===== config.mk =====
export PLATFORM = sky130hd
export DESIGN_NAME = serial_adder_flat
export DESIGN_NICKNAME = d
export VERILOG_FILES = /design/src/rtl/serial_adder_pkg.sv /design/src/rtl/serial_adder_if.sv /design/src/rtl/full_adder.sv /design/src/rtl/serial_adder.sv /design/src/flat_wrapper.sv
export SDC_FILE = /design/constraint.sdc
export NUM_CORES = 1
export LEC_CHECK = 0
export BUFFER_PORTS_ARGS = -buffer_cell sky130_fd_sc_hd__buf_2
export CAP_MARGIN = 25
export CORE_MARGIN = 2
export CORE_UTILIZATION = 55
export CTS_CLUSTER_SIZE = 16
export DETAILED_ROUTE_END_ITERATION = 10
export GPL_TIMING_DRIVEN = 0
export HOLD_SLACK_MARGIN = 0.12
export PLACE_DENSITY = 0.88
export REMOVE_ABC_BUFFERS = 1
export SYNTH_ARGS = -nofsm -noshare
export SYNTH_HDL_FRONTEND = slang
export SYNTH_SLANG_ARGS = --single-unit

===== constraint.sdc =====
create_clock -name clk -period 1.7 [get_ports clk]
set_input_delay 0.34 -clock clk [delete_from_list [all_inputs] [get_ports clk]]
set_output_delay 0.34 -clock clk [all_outputs]
set_load 0.05 [all_outputs]

===== src/rtl/serial_adder_pkg.sv =====
// serial_adder_pkg: shared state encoding and counter-width helper for serial_adder
package serial_adder_pkg;
  localparam logic [1:0] ST_IDLE = 2'd0;
  localparam logic [1:0] ST_RUN  = 2'd1;
  localparam logic [1:0] ST_DONE = 2'd2;
  function automatic int clog2(input int v);
    int r;
    r = 0;
    for (int i = 0; i < 31; i++) if ((1 << i) < v) r = i + 1;
    return r;
  endfunction
endpackage


===== src/rtl/serial_adder_if.sv =====
// serial_adder_if: start/done handshake and operand/result bus of serial_adder
interface serial_adder_if #(parameter int WIDTH = 16);
  logic             start;
  logic [WIDTH-1:0] a;
  logic [WIDTH-1:0] b;
  logic             cin;
  logic             busy;
  logic             done;
  logic [WIDTH-1:0] sum;
  logic             cout;
  modport master (output start, a, b, cin, input busy, done, sum, cout);
  modport slave  (input start, a, b, cin, output busy, done, sum, cout);
endinterface


===== src/rtl/full_adder.sv =====
// full_adder: one-bit full adder cell
module full_adder (
  input  logic a,
  input  logic b,
  input  logic cin,
  output logic sum,
  output logic cout
);
  assign sum  = a ^ b ^ cin;
  assign cout = (a & b) | (cin & (a ^ b));
endmodule


===== src/rtl/serial_adder.sv =====
// serial_adder: bit-serial WIDTH-bit adder around a single full_adder, start/done handshake
module serial_adder
  import serial_adder_pkg::*;
#(
  parameter int WIDTH = 16
) (
  input  logic           clk,
  input  logic           rst_n,
  serial_adder_if.slave  bus
);
  localparam int CW = clog2(WIDTH);
  logic [1:0]       state;
  logic [WIDTH-1:0] sa;
  logic [WIDTH-1:0] sb;
  logic [WIDTH-1:0] acc;
  logic             c;
  logic [CW-1:0]    cnt;
  logic             fa_sum;
  logic             fa_cout;
  logic             last;
  full_adder u_fa (.a(sa[0]), .b(sb[0]), .cin(c), .sum(fa_sum), .cout(fa_cout));
  assign last = cnt == CW'(WIDTH - 1);
  always_ff @(posedge clk or negedge rst_n) begin
    if (!rst_n) begin
      state    <= ST_IDLE;
      sa       <= '0;
      sb       <= '0;
      acc      <= '0;
      c        <= 1'b0;
      cnt      <= '0;
      bus.busy <= 1'b0;
      bus.done <= 1'b0;
      bus.sum  <= '0;
      bus.cout <= 1'b0;
    end else begin
      bus.done <= 1'b0;
      if (state == ST_RUN) begin
        acc <= {fa_sum, acc[WIDTH-1:1]};
        sa  <= sa >> 1;
        sb  <= sb >> 1;
        c   <= fa_cout;
        cnt <= cnt + CW'(1);
        if (last) begin
          bus.sum  <= {fa_sum, acc[WIDTH-1:1]};
          bus.cout <= fa_cout;
          bus.done <= 1'b1;
          bus.busy <= 1'b0;
          state    <= ST_DONE;
        end
      end else if (bus.start) begin
        sa       <= bus.a;
        sb       <= bus.b;
        c        <= bus.cin;
        cnt      <= '0;
        bus.busy <= 1'b1;
        state    <= ST_RUN;
      end else begin
        state <= ST_IDLE;
      end
    end
  end
endmodule


===== src/flat_wrapper.sv =====
// flat-port wrapper written by rule: the top's interface ports become plain ports
module serial_adder_flat import serial_adder_pkg::*;
#(
  parameter int WIDTH = 16
)
  (clk, rst_n, bus_start, bus_a, bus_b, bus_cin, bus_busy, bus_done, bus_sum, bus_cout);
  serial_adder_if #(.WIDTH(WIDTH)) bus_i ();
  input  logic clk;
  input  logic rst_n;
  input wire logic [$bits(bus_i.start)-1:0] bus_start;
  input wire logic [$bits(bus_i.a)-1:0] bus_a;
  input wire logic [$bits(bus_i.b)-1:0] bus_b;
  input wire logic [$bits(bus_i.cin)-1:0] bus_cin;
  output wire logic [$bits(bus_i.busy)-1:0] bus_busy;
  output wire logic [$bits(bus_i.done)-1:0] bus_done;
  output wire logic [$bits(bus_i.sum)-1:0] bus_sum;
  output wire logic [$bits(bus_i.cout)-1:0] bus_cout;
  assign bus_i.start = bus_start;
  assign bus_i.a = bus_a;
  assign bus_i.b = bus_b;
  assign bus_i.cin = bus_cin;
  assign bus_busy = bus_i.busy;
  assign bus_done = bus_i.done;
  assign bus_sum = bus_i.sum;
  assign bus_cout = bus_i.cout;
  serial_adder #(.WIDTH(WIDTH)) u_core (.clk(clk), .rst_n(rst_n), .bus(bus_i));
endmodule

# Word-level counts from Yosys, hierarchy flattened
# Index checks and enable logic that the tools add are counted.
dict set report classes {
  addsub 1
  multipliers 0
  div_mod_pow 0
  n_lt_le_gt_ge 0
  eq_ne 3
  shifts 0
  mux 16
  n_bitwise 5
  n_reduce_logical 3
}
# operator count
set op_table {}
lappend op_table {{2-to-1 mux 16 bit} 4}
lappend op_table {{2-to-1 mux 1 bit} 8}
lappend op_table {{2-to-1 mux 4 bit} 2}
lappend op_table {{adder 4 x 1 -> 4 bit, second input constant} 1}
lappend op_table {{equality test 4 bit, second input constant} 1}
lappend op_table {{2-to-1 mux 2 bit} 2}
lappend op_table {{AND reduction 2 bit} 2}
lappend op_table {{bitwise AND 1 bit} 2}
lappend op_table {{equality test 2 x 1 -> 1 bit, second input constant} 1}
lappend op_table {{inequality test 2 x 1 -> 1 bit, second input constant} 1}
lappend op_table {{nonzero test 2 bit} 1}
lappend op_table {{bitwise XOR 1 bit} 2}
lappend op_table {{OR 1 bit} 1}
dict set report totals {
  ff_bits 74
  latchBits 0
  mem_bits_rw 0
  romBits 0
  n_memories 0
}

# Longest topological paths before layout
dict set report depth {
  ltp_word 4
  mapped_depth 5
  depth_no_buf 4
}

# Modules after synthesis
# From an unflattened synthesis, not the netlist that was laid out.
dict set report unflattened {
  cells_unflattened 239
  hier_area_um2 3123.0
}
# mod instances cells_per_inst area_each_um2 seq_area_each_um2
set modules_own_cells {}
lappend modules_own_cells {serial_adder 1 238 3103.0 1826.8}
lappend modules_own_cells {full_adder 1 1 20.0 0.0}

# Worst setup path before layout
# OpenSTA, ideal clock, no wires.
dict set report synth_timing {
  kind {register to register}
  from {reg u_core.cnt[0]}
  to {reg u_core.bus.cout}
  setup_ns 0.125
  arrival_ns 1.244
  slack_ns 0.330
  stages_incl_launch_ff 6
  path_buffers 1
  synth_period_minus_slack_ns 1.370
  cell_sequence {dfrtp_1 -> ha_1 -> nand3_2 -> nor2_8 -> buf_12 -> mux2_4}
}
dict set report synth_via {
  elab_chain_cells 2
}
# item line_no
set synth_rtl {}
lappend synth_rtl {{from (decl)} serial_adder.sv:17} ;# logic [CW-1:0] cnt;
lappend synth_rtl {{from (signal assigned)} serial_adder.sv:42} ;# cnt <= cnt + CW'(1);
lappend synth_rtl {{equality test 4 bit} serial_adder.sv:22} ;# assign last = cnt == CW'(WIDTH - 1);
lappend synth_rtl {{AND reduction 2 bit (no line)} -}
lappend synth_rtl {{to (signal assigned)} serial_adder.sv:45} ;# bus.cout <= fa_cout;
lappend synth_rtl {{to (decl)} serial_adder_if.sv:12} ;# modport slave (input start, a, b, cin, output busy, done, sum, cout);
# Every way passes these cells.
# A chain may end at the register's enable or synchronous reset.

# Final worst setup path
dict set report layout_timing {
  from {reg u_core.cnt[0]}
  to {reg u_core.bus.sum[4]}
}
dict set report layout_via {
  elab_chain_cells 2
}
# item line_no
set layout_rtl {}
lappend layout_rtl {{equality test 4 bit} serial_adder.sv:22}
lappend layout_rtl {{AND reduction 2 bit (no line)} -}
lappend layout_rtl {{to (signal assigned)} serial_adder.sv:44} ;# bus.sum <= {fa_sum, acc[WIDTH-1:1]};
lappend layout_rtl {{to (decl)} serial_adder_if.sv:12}
# Every way passes these cells.

==> flow_summary_export.csv <==
group,metric,value,unit
run_status,status,"completed",
setup_path,startpoint_type,"register",
yosys,yosysMostFrequentCell,"nand2_1",
sta,max_freq,630.4,MHz
floorplanning,die_w,80,µm
floorplanning,die_area,6400,µm²
global_routing,grt_usage,18.96,%
cts,insertion_delay,0.34,ns
routing,wl_per_cell,13.89,µm
global_routing,grt_pass1_vias,2127,
power_and_ir_drop,power.density,1891,nW/µm²
yosys,synth_area,3177,µm²
cts,post_cts_buffers,0,
sta,finalSetupViolCount,0,
setup_path,worst-path-max-fanout,20,
sta,fin_ws,0.1137,ns
place,dp_slack,-0.1093,ns
floorplanning,initial_utilization,57.34,%
power_and_ir_drop,power.static_leakage,1.905,nW
floorplanning,rows,27,
finish,syn_to_final_growth,14.97,%
finish,multiInputGateArea,1234,µm²
yosys,ys_types,24,
finish,final_util,65.92,%
setup_path,worstSetupEndpointType,"register",
routing,drc,0,
finish,nFillCells,438,
global_routing,grt_max_degree,87,
routing,viasPerCell,5.262,
cts,htree_levels,3,
sta,slew_violations,0,
power_and_ir_drop,p_seq_share,41.5,%
yosys,yosys_warnings,0,
floorplanning,boundaryPins,55,
cts,numCtsBuffers,9,
power_and_ir_drop,sw_frac_of_total,38.95,%
setup_path,critical_path_arrival,1.82,ns
cts,cts_sinks,73,
yosys,yosysTopAreaCell,"dfrtp_1",
yosys,synthArstFlopShare,100.0,%
power_and_ir_drop,comb_power_share,36.4,%
sta,whs,0.1242,ns
yosys,synth.area.top_cells,"dfrtp_1 58%, mux2i_1 11%, nand2_1 9.2%",
setup_path,crit_type,"register to register",
routing,first_pass_iters,4,
routing,wirelength,5514,µm
yosys,ys_seq_area_share,57.50,%
floorplanning,core-area,5540,µm²
power_and_ir_drop,clkPwrFrac,22.2,%
yosys,avgSynthCellArea,11.72,µm²
finish,n_antenna_cell,0,
sta,timing.final.crit_share,93.31,%
finish,regArea,1827,µm²
cts,cts_tree,"yes",
place,place_congestion,0.6915,
yosys,ys_seq_elements,73,
sta,rsz0062_at_grt,"false",
cts,root_buffer,"clkbuf_8",
setup_path,required,1.93,ns
cts,clk_pin_slew,0.08,ns
place,dp_hpwl,3306,µm
yosys,netlist.area_leader.share,57.50,%
hold_path,hold_path.class,"input port to asynchronous set/reset pin",
power_and_ir_drop,internal_power,4.216,mW
sta,timing_worst_slew_pin_value,1.047,ns
sta,post-route-min-period,1.586,ns
routing,initialDrtViolationCount,81,
global_routing,antenna_found_initial,0,
cts,cts_buffer_depth,2,
routing,ant_nets,0,
yosys,ys.flop_type,"dfrtp_1",
power_and_ir_drop,p_sw,2.690,mW
finish,drive_gt1_share,29.54,%
finish,nets,358,
yosys,netlist_top_cells_count,"78 x nand2_1, 73 x dfrtp_1, 34 x mux2i_1",
yosys,netlist_instances,271,
cts,cts_hold_buf,0,
floorplanning,die_h,80,µm
sta,skew,0.006531,ns
sta,relSlewSlack,30.20,%
sta,hold_viol,0,
place,portBuffers,54,
global_routing,overflow,0,
global_routing,grt_pass1_wl,9370,µm
flow_run,cap_violations,0,
power_and_ir_drop,vdd_drop_max,1.018,mV
routing,num_vias,2089,
yosys,synth_edf_count,0,
-- cell families (layout without fill, tap and decap cells) --
kind of cell | Yosys count | in the layout | share of synthesized area [%]
fa+ha+maj | 2 | 2 | 1.024
buf+inv | 17 | 70 | 4.214
flops | 73 | 73 | 57.50
mux | 53 | 53 | 19.46
simple gates | 92 | 93 | 12.33
compound gates | 34 | 34 | 5.474
-- what timing repair did --
action / CTS / global route
gates cloned: 0 / 1
setup endpoints to repair: 3 / 29
gates resized for setup: 2 / 2
pin swaps: 1 / 0
-- final timing paths --
check / startpoint / to / slack, ns / depth (start not counted)
worst min-delay path: rst_n / u_core.bus.sum[0] / 0.12 / 1
worst min register to register: u_core.acc[1] / u_core.acc[1] / 0.49 / 2
worst max-delay path: u_core.cnt[0] / u_core.bus.sum[4] / 0.11 / 4
min in group clk: bus_b[15] / u_core.sb[15] / 0.25 / 3
worst max register to register: u_core.cnt[0] / u_core.bus.sum[4] / 0.11 / 4
max in group asynchronous: rst_n / u_core.bus.sum[12] / 1.02 / 1
-- placed cells by master (no fill, tap or decap), types with 2 or more instances in the layout --
master      n
buf_2      53
bufinv_16   2
clkbuf_8   11
clkinv_2    2
dfrtp_1    73
mux2_4     18
mux2i_1    34
nand2_1    78
nor2_1      5
o21ai_0    32
-- layout make-up --
cell class	instances	area share, %
flip-flops and latches	73	50.02
clock inverters	5	2.124
clock buffers	11	4.145
well taps	72	2.467
multi-input cells	182	33.78
repair buffers	54	7.468
-- state kept, by name, indices dropped and copies added (netlist names) --
register	cells
u_core.c	1
u_core.sa	16
u_core.sb	16
u_core.cnt	4
u_core.bus.done	1
u_core.bus.cout	1
u_core.state	2
u_core.bus.busy	1
u_core.bus.sum	16
u_core.acc	15
-- power by group through the flow --
stage,clock network [mW],logic [mW],registers [mW]
2_1_floorplan,0,1.29,3.44
3_3_place_gp,0,2.39,2.85
3_5_place_dp,0,2.48,2.89
4_1_cts,1.57,2.51,2.86
5_1_grt,1.64,2.81,2.96
6_report,1.53,2.51,2.86
-- layer usage --
metal,up-vias,share of wire (%),track usage [%]
li1,1007,-,-
met1,1011,46,24.03
met2,63,46,29.67
met3,8,6.9,6.222
met4,0,1.3,8.475
met5,-,0,0
-- metrics by stage --
| stage | total power, mW | TNS (ns) | instance area, µm² | cells |
|---|---|---|---|---|
| final | 6.906 | 0 | 3652 | 397 |
| after global routing | 7.400 | 0 | 3652 | 397 |
| after CTS | 6.937 | -0.06855 | 3641 | 396 |
| after detailed placement | 5.372 | -0.2844 | 3406 | 380 |
| after global placement | 5.239 | -5.315 | 3403 | 380 |
| after floorplan | 4.725 | 0 | 3043 | 254 |
-- critical path: stages (launching register included) --
cell and delay [ns]:
dfrtp_1 0.38, ha_2 0.21, nand3_2 0.14, nor2_8 0.39
mux2_4 0.34
Power figures use the tool's default switching activity.
